[src/rtl/fsmc_rd_pkg.sv]
// Shared constants for the FSMC read-back slave: register map, ID value,
// CTRL bit positions and the bus FSM state encoding.
package fsmc_rd_pkg;

  // Register map
  localparam int unsigned ADDR_DATA    = 0;
  localparam int unsigned ADDR_LEVEL   = 1;
  localparam int unsigned ADDR_STATUS  = 2;
  localparam int unsigned ADDR_CTRL    = 3;
  localparam int unsigned ADDR_ID      = 4;
  localparam int unsigned ADDR_SCRATCH = 5;

  localparam logic [15:0] ID_VALUE = 16'h23A5;

  // CTRL register bits; flush and ovf_clr are write-only strobes
  localparam int unsigned CTRL_CAPTURE_BIT = 0;
  localparam int unsigned CTRL_FLUSH_BIT   = 1;
  localparam int unsigned CTRL_OVF_CLR_BIT = 2;

  // Bus FSM state encoding
  localparam logic [1:0] StIdle  = 2'd0;
  localparam logic [1:0] StRead  = 2'd1;
  localparam logic [1:0] StWrite = 2'd2;

endpackage

[src/rtl/sync_fifo.sv]
// Single-clock first-word-fall-through FIFO with synchronous flush.
// A push while full is accepted only when a pop happens in the same cycle.
module sync_fifo #(
  parameter int unsigned WIDTH = 16,
  parameter int unsigned DEPTH = 256
) (
  input  logic                       sys_clk,
  input  logic                       rst_n,
  input  logic                       push,
  input  logic [WIDTH-1:0]           din,
  input  logic                       pop,
  input  logic                       flush,
  output logic [WIDTH-1:0]           dout,
  output logic [$clog2(DEPTH):0]     level,
  output logic                       full,
  output logic                       empty
);

  localparam int unsigned AW    = $clog2(DEPTH);
  localparam int unsigned LVL_W = AW + 1;

  logic [WIDTH-1:0] mem_q [DEPTH];
  logic [AW-1:0]    wr_ptr_q, rd_ptr_q;
  logic [LVL_W-1:0] level_q;
  logic             do_push, do_pop;

  assign full    = (level_q == LVL_W'(DEPTH));
  assign empty   = (level_q == '0);
  assign do_pop  = pop & ~empty;
  assign do_push = push & (~full | do_pop);
  assign dout    = mem_q[rd_ptr_q];
  assign level   = level_q;

  // Pointer and level bookkeeping; flush overrides any push/pop
  always_ff @(posedge sys_clk or negedge rst_n) begin
    if (!rst_n) begin
      wr_ptr_q <= '0;
      rd_ptr_q <= '0;
      level_q  <= '0;
    end else if (flush) begin
      wr_ptr_q <= '0;
      rd_ptr_q <= '0;
      level_q  <= '0;
    end else begin
      if (do_push) wr_ptr_q <= wr_ptr_q + 1'b1;
      if (do_pop)  rd_ptr_q <= rd_ptr_q + 1'b1;
      unique case ({do_push, do_pop})
        2'b10:   level_q <= level_q + 1'b1;
        2'b01:   level_q <= level_q - 1'b1;
        default: level_q <= level_q;
      endcase
    end
  end

  // Storage array, no reset needed
  always_ff @(posedge sys_clk) begin
    if (do_push && !flush) mem_q[wr_ptr_q] <= din;
  end

endmodule

[src/rtl/fsmc_rd_slave.sv]
// FSMC 16-bit asynchronous bus responder: buffers the sample stream in a FIFO
// and exposes DATA/LEVEL/STATUS/CTRL/ID registers to the MCU.
// Optional: define FSMC_RD_LOOPBACK_EN to add a scratch register at address 5.
module fsmc_rd_slave
  import fsmc_rd_pkg::*;
#(
  parameter int unsigned ADDR_W = 4,
  parameter int unsigned DEPTH  = 256
) (
  input  logic              sys_clk,
  input  logic              rst_n,
  input  logic [15:0]       smp_data,
  input  logic              smp_valid,
  input  logic              fsmc_ne,
  input  logic              fsmc_noe,
  input  logic              fsmc_nwe,
  input  logic [ADDR_W-1:0] fsmc_a,
  input  logic [15:0]       fsmc_db_i,
  output logic [15:0]       fsmc_db_o,
  output logic              fsmc_db_oe,
  output logic              capture_en,
  output logic              fifo_ovf
);

  localparam int unsigned LVL_W = $clog2(DEPTH) + 1;

  logic [1:0]        ne_sync_q, noe_sync_q, nwe_sync_q;
  logic              ne_s, noe_s, nwe_s;
  logic [1:0]        state_q, state_d;
  logic              rd_enter, rd_exit, wr_exit;
  logic [ADDR_W-1:0] addr_q;
  logic [15:0]       wdata_q, dout_q, rd_data;
  logic              oe_q, capture_en_q, ovf_q;
  logic              ctrl_wr, flush, ovf_clr, push, pop, overflow;
  logic [15:0]       fifo_dout;
  logic [LVL_W-1:0]  fifo_level;
  logic              fifo_full, fifo_empty;

  // Two-stage synchronizers; bus strobes idle high
  always_ff @(posedge sys_clk or negedge rst_n) begin
    if (!rst_n) begin
      ne_sync_q  <= 2'b11;
      noe_sync_q <= 2'b11;
      nwe_sync_q <= 2'b11;
    end else begin
      ne_sync_q  <= {ne_sync_q[0], fsmc_ne};
      noe_sync_q <= {noe_sync_q[0], fsmc_noe};
      nwe_sync_q <= {nwe_sync_q[0], fsmc_nwe};
    end
  end

  assign ne_s  = ne_sync_q[1];
  assign noe_s = noe_sync_q[1];
  assign nwe_s = nwe_sync_q[1];

  // Bus FSM next state and transition strobes; read wins over write
  always_comb begin
    state_d  = state_q;
    rd_enter = 1'b0;
    rd_exit  = 1'b0;
    wr_exit  = 1'b0;
    case (state_q)
      StIdle: begin
        if (!ne_s && !noe_s) begin
          state_d  = StRead;
          rd_enter = 1'b1;
        end else if (!ne_s && !nwe_s) begin
          state_d = StWrite;
        end
      end
      StRead: begin
        if (ne_s || noe_s) begin
          state_d = StIdle;
          rd_exit = 1'b1;
        end
      end
      StWrite: begin
        if (ne_s || nwe_s) begin
          state_d = StIdle;
          wr_exit = 1'b1;
        end
      end
      default: state_d = StIdle;
    endcase
  end

`ifdef FSMC_RD_LOOPBACK_EN
  logic [15:0] scratch_q;

  // Bring-up scratch register
  always_ff @(posedge sys_clk or negedge rst_n) begin
    if (!rst_n) begin
      scratch_q <= '0;
    end else if (wr_exit && addr_q == ADDR_W'(ADDR_SCRATCH)) begin
      scratch_q <= wdata_q;
    end
  end
`else
  logic unused_wdata;
  assign unused_wdata = ^wdata_q[15:3];
`endif

  // Read source selection on the live address, sampled on READ entry
  always_comb begin
    rd_data = '0;
    if (fsmc_a == ADDR_W'(ADDR_DATA)) begin
      rd_data = fifo_empty ? 16'h0000 : fifo_dout;
    end else if (fsmc_a == ADDR_W'(ADDR_LEVEL)) begin
      rd_data = 16'(fifo_level);
    end else if (fsmc_a == ADDR_W'(ADDR_STATUS)) begin
      rd_data = {13'b0, ovf_q, fifo_full, fifo_empty};
    end else if (fsmc_a == ADDR_W'(ADDR_CTRL)) begin
      rd_data = {15'b0, capture_en_q};
    end else if (fsmc_a == ADDR_W'(ADDR_ID)) begin
      rd_data = ID_VALUE;
`ifdef FSMC_RD_LOOPBACK_EN
    end else if (fsmc_a == ADDR_W'(ADDR_SCRATCH)) begin
      rd_data = scratch_q;
`endif
    end
  end

  // Commit-time strobes and FIFO control
  always_comb begin
    ctrl_wr  = wr_exit && (addr_q == ADDR_W'(ADDR_CTRL));
    flush    = ctrl_wr && wdata_q[CTRL_FLUSH_BIT];
    ovf_clr  = ctrl_wr && wdata_q[CTRL_OVF_CLR_BIT];
    pop      = rd_exit && (addr_q == ADDR_W'(ADDR_DATA)) && !fifo_empty;
    push     = smp_valid && capture_en_q;
    // A simultaneous pop makes room; a flush discards the word anyway
    overflow = push && fifo_full && !pop && !flush;
  end

  // Bus-side state and registers
  always_ff @(posedge sys_clk or negedge rst_n) begin
    if (!rst_n) begin
      state_q      <= StIdle;
      addr_q       <= '0;
      wdata_q      <= '0;
      dout_q       <= '0;
      oe_q         <= 1'b0;
      capture_en_q <= 1'b0;
      ovf_q        <= 1'b0;
    end else begin
      state_q <= state_d;
      oe_q    <= (state_d == StRead);
      if (state_q == StIdle && state_d != StIdle) addr_q <= fsmc_a;
      if (state_q == StWrite) wdata_q <= fsmc_db_i;
      if (rd_enter) dout_q <= rd_data;
      if (ctrl_wr) capture_en_q <= wdata_q[CTRL_CAPTURE_BIT];
      if (overflow) begin
        ovf_q <= 1'b1;
      end else if (ovf_clr) begin
        ovf_q <= 1'b0;
      end
    end
  end

  sync_fifo #(
    .WIDTH (16),
    .DEPTH (DEPTH)
  ) u_fifo (
    .sys_clk (sys_clk),
    .rst_n   (rst_n),
    .push    (push),
    .din     (smp_data),
    .pop     (pop),
    .flush   (flush),
    .dout    (fifo_dout),
    .level   (fifo_level),
    .full    (fifo_full),
    .empty   (fifo_empty)
  );

  assign fsmc_db_o  = dout_q;
  assign fsmc_db_oe = oe_q;
  assign capture_en = capture_en_q;
  assign fifo_ovf   = ovf_q;

endmodule

[config.mk]
export PLATFORM = sky130hd
export DESIGN_NAME = fsmc_rd_slave
export DESIGN_NICKNAME = d
export VERILOG_FILES = /design/src/rtl/fsmc_rd_pkg.sv /design/src/rtl/sync_fifo.sv /design/src/rtl/fsmc_rd_slave.sv
export SDC_FILE = /design/constraint.sdc
export NUM_CORES = 2
export LEC_CHECK = 0
export CAP_MARGIN = 30
export CORE_ASPECT_RATIO = 1.4
export CORE_MARGIN = 1
export CORE_UTILIZATION = 33
export DETAILED_ROUTE_END_ITERATION = 7
export GPL_TIMING_DRIVEN = 0
export HOLD_SLACK_MARGIN = 0.02
export PLACE_DENSITY_LB_ADDON = 0.08
export SLEW_MARGIN = 20
export SYNTH_ARGS = -nofsm -noshare
export SYNTH_HDL_FRONTEND = slang
export SYNTH_SLANG_ARGS = --single-unit
[constraint.sdc]
create_clock -name sys_clk -period 3.9 [get_ports sys_clk]
set_input_delay 0.78 -clock sys_clk [delete_from_list [all_inputs] [get_ports sys_clk]]
set_output_delay 0.78 -clock sys_clk [all_outputs]
set_load 0.005 [all_outputs]
==> reports/metrics.yaml <==
final_nets: 8281
cp_cell_sequence: "clkbuf_2 -> and2_1 -> clkbuf_1 -> nand2_2 -> clkbuf_2 -> buf_12 -> o221ai_4 -> a21oi_4 -> nand2_4 -> nand3_2 -> o211ai_1"
clkTransAtPathRegs_ps: 70
grt_pass1_wl_um: 1060000
tns_ps: -3540
synth_area_per_cell_sq_um: 22.7
startpoint: "u_fifo.rd_ptr_q[4]$_DFFE_PN0P_"
hold_violations: 0
crit_end: "fsmc_db_o[0]$_DFFE_PN0P_"
worstRegToRegCells: 11
crit_path_max_fanout: 10
rr_endpoint: "fsmc_db_o[0]$_DFFE_PN0P_"
grt_pass1_vias: 88100
leakagePower_uw: 0.0629
viasPerCell: 6.25
critical_path.startpoint_type: "flop"
rrSetupSlack_ps: -320
synth_area_leaders: "edfxtp_1 (77%), mux4_2 (15%), mux2i_1 (1.5%), dfrtp_1 (0.83%), nor2_1 (0.77%)"
synth_flop_cell: "edfxtp_1"
status: "finished, violations left"
wl_um: 862000
ys_seq_area_frac: 0.779
dr.pass1.iters: 7
wl_per_cell_um: 57.4
drive_above_1_share: 0.383
synth_warnings: 0
violations: "setup timing"
tritoncts: "built"
cpMostUsedCell: "clkbuf_2"
cpMaxStageDelayCell: "nand2_2"
hold_ws_ps: 131
max-cap-violations: 0
max_stage_delay_ps: 790
area_growth_pct: 26.2
yosys.area.top_type_share: 0.769
cts_root_buffer: "clkbuf_16"
setup_viol: 45
htree_num_levels: 5
die_y_um: 826
synth_fa_ha_area_frac: 0.00106
gp_congestion: 1.02
core_area_sq_um: 483000
cts-buffers-inserted: 416
synth.most_common_cell: "edfxtp_1"
drt_iter0_drc: 16900
ys_top_cells_by_count: "edfxtp_1 (4096), mux4_2 (1055), nor2_1 (330), mux2i_1 (240), clkbuf_1 (174)"
tightestPinTransition_ps: 1460
worstSetupPathType: "flop to flop"
synth_async_sr_flop_share: 0.0142
ys_ff_latch: 4155
clock_path_buffers: 4
relSlewSlack: 0.0289
synth_nets: 7111
fp-row-count: 302
skew_ps: 64.9
num_io_pins: 61
cts_sinks: 4155
yosysTopAreaCell: "edfxtp_1"
slew_violations: 0
hold_path.class: "input pin to flop"
ys_types: 79
synth_compound_area_frac: 0.0239
die_x_um: 590
overflow: 0
synthSimpleGateAreaFrac: 0.0163
r2r_start: "u_fifo.rd_ptr_q[4]$_DFFE_PN0P_"
pre_cts_slack_ps: -2440
antenna_found_initial: 125
netlist_instances: 7056
rsz0062_at_grt: "true"
period_needed_ps: 4220
drc: 0
die_area_sq_um: 487000
vias: 93900
crit_arrival_ps: 5140
grt_max_degree: 121
grtUsageTotal: 0.350
io_buffers: 46
fin_crit_sh: 1.08
dp_hpwl_um: 606000
synth_top_family_by_area: "multiplexers"
detail-route-antenna-nets: 0
critPathCaptureType: "flop"
synthMuxAreaShare: 0.164
syn-cell-area_sq_um: 160000
utilization: 0.418
yosys.area_share.xor_xnor: 0.00104
critPathRequiredTime_ps: 4830
synth_edf_count: 4096
vdd_drop_max_v: 0.000473
power_density_nw_per_um2: 657
start_util: 0.331
worst_slack_ps: -315
fmax_mhz: 237
clk_latency_ps: 1070
[critical path, delay by kind of cell, from the launching register on]
kind | cells | cell delay, ps
simple gates | 4 | 1500
buf+inv | 4 | 1090
compound gates | 3 | 900
flops | 1 | 430
[per-layer routing]
metal  up-vias  wire length (um)  global-route usage
met3      1882             83000              0.0852
li1      32600                 -                   -
met5         -                87                   0
met1     52100            295000               0.406
met4        12             89700               0.303
met2      7307            395000               0.544
[layout by cell type (no fill, tap or decap), types with 65 or more instances in the layout]
cell       synthesis  routed
clkbuf_2           0      72
nor2_4             0     259
buf_12             0     348
buf_4             53     212
mux4_2          1055    1055
clkinv_2           0      95
clkbuf_1         174      76
a22oi_1          132     115
a21oi_1          102      84
buf_16             0     244
bufinv_16          0      65
edfxtp_1        4096    4096
nand2_1          132     110
clkinv_1           1      81
mux2i_1          240     199
clkbuf_16          0     427
buf_8              3      65
buf_6             52      67
[sequential cells by signal, summed over array words and instances (netlist names), 3 cells and up]
signal	count
addr_q	4
fsmc_db_o	16
u_fifo.mem_q	4096
u_fifo.wr_ptr_q	8
u_fifo.level	9
u_fifo.rd_ptr_q	8
wdata_q	3
[worst min path at each step]
stage / slack, ps / endpoint / depth (start not counted) / from
after global routing: 130 / u_fifo.mem_q[112][8]$_DFFE_PP_ / 1 / smp_data[8]
final: 130 / u_fifo.mem_q[113][8]$_DFFE_PP_ / 1 / smp_data[8]
after detailed placement: 350 / noe_sync_q[1]$_DFF_PN1_ / 0 / noe_sync_q[0]$_DFF_PN1_
after floorplan: 350 / ne_sync_q[1]$_DFF_PN1_ / 0 / ne_sync_q[0]$_DFF_PN1_
after global placement: 350 / ne_sync_q[1]$_DFF_PN1_ / 0 / ne_sync_q[0]$_DFF_PN1_
after CTS: 70 / u_fifo.mem_q[113][8]$_DFFE_PP_ / 1 / smp_data[8]
[logic make-up (layout without fill, tap and decap cells)]
kind of cell	count (synthesis)	in the layout
DFF	4155	4155
xor gates and xnor gates	19	19
adders and majority gates	13	13
muxes	1307	1307
and+or+nand+nor	603	603
buffers and inverters	422	1941
other	0	60
AOI/OAI and AO/OA	537	537
[final cells by class]
class                   count  area, sq um
multi-input cells        2479        36400
plain buffers             399         5010
flip-flops and latches   4155       124000
clock inverters           289         3180
well taps                6384         7990
diodes                     60          150
inverters                  14         75.1
fillers                 41800       281000
clock buffers             478        10800
repair buffers            761        13600
[power breakdown]
| group | switching (uW) | internal [uW] |
|---|---|---|
| logic | 26600 | 14100 |
| clock network | 18400 | 24100 |
| registers | 163 | 49200 |
| total | 45200 | 87400 |
[through the flow]
step                      cells  instance area [sq um]  total power (uW)
after floorplan            7056                 160000             64500
after global placement    13500                 168000             84900
after detailed placement  13900                 181000             85900
after CTS                 14900                 200000            131000
after global routing      15000                 202000            133000
final                     15000                 202000            133000
[repair_timing]
action | CTS | global route
hold endpoints to repair | 59 | 0
setup buffers | 174 | 91
pin swaps | 76 | 29
setup endpoints to repair | 3902 | 722
resized for setup | 758 | 71
hold buffers | 1 | 0
No activity file was read; power rests on OpenSTA's default activity.
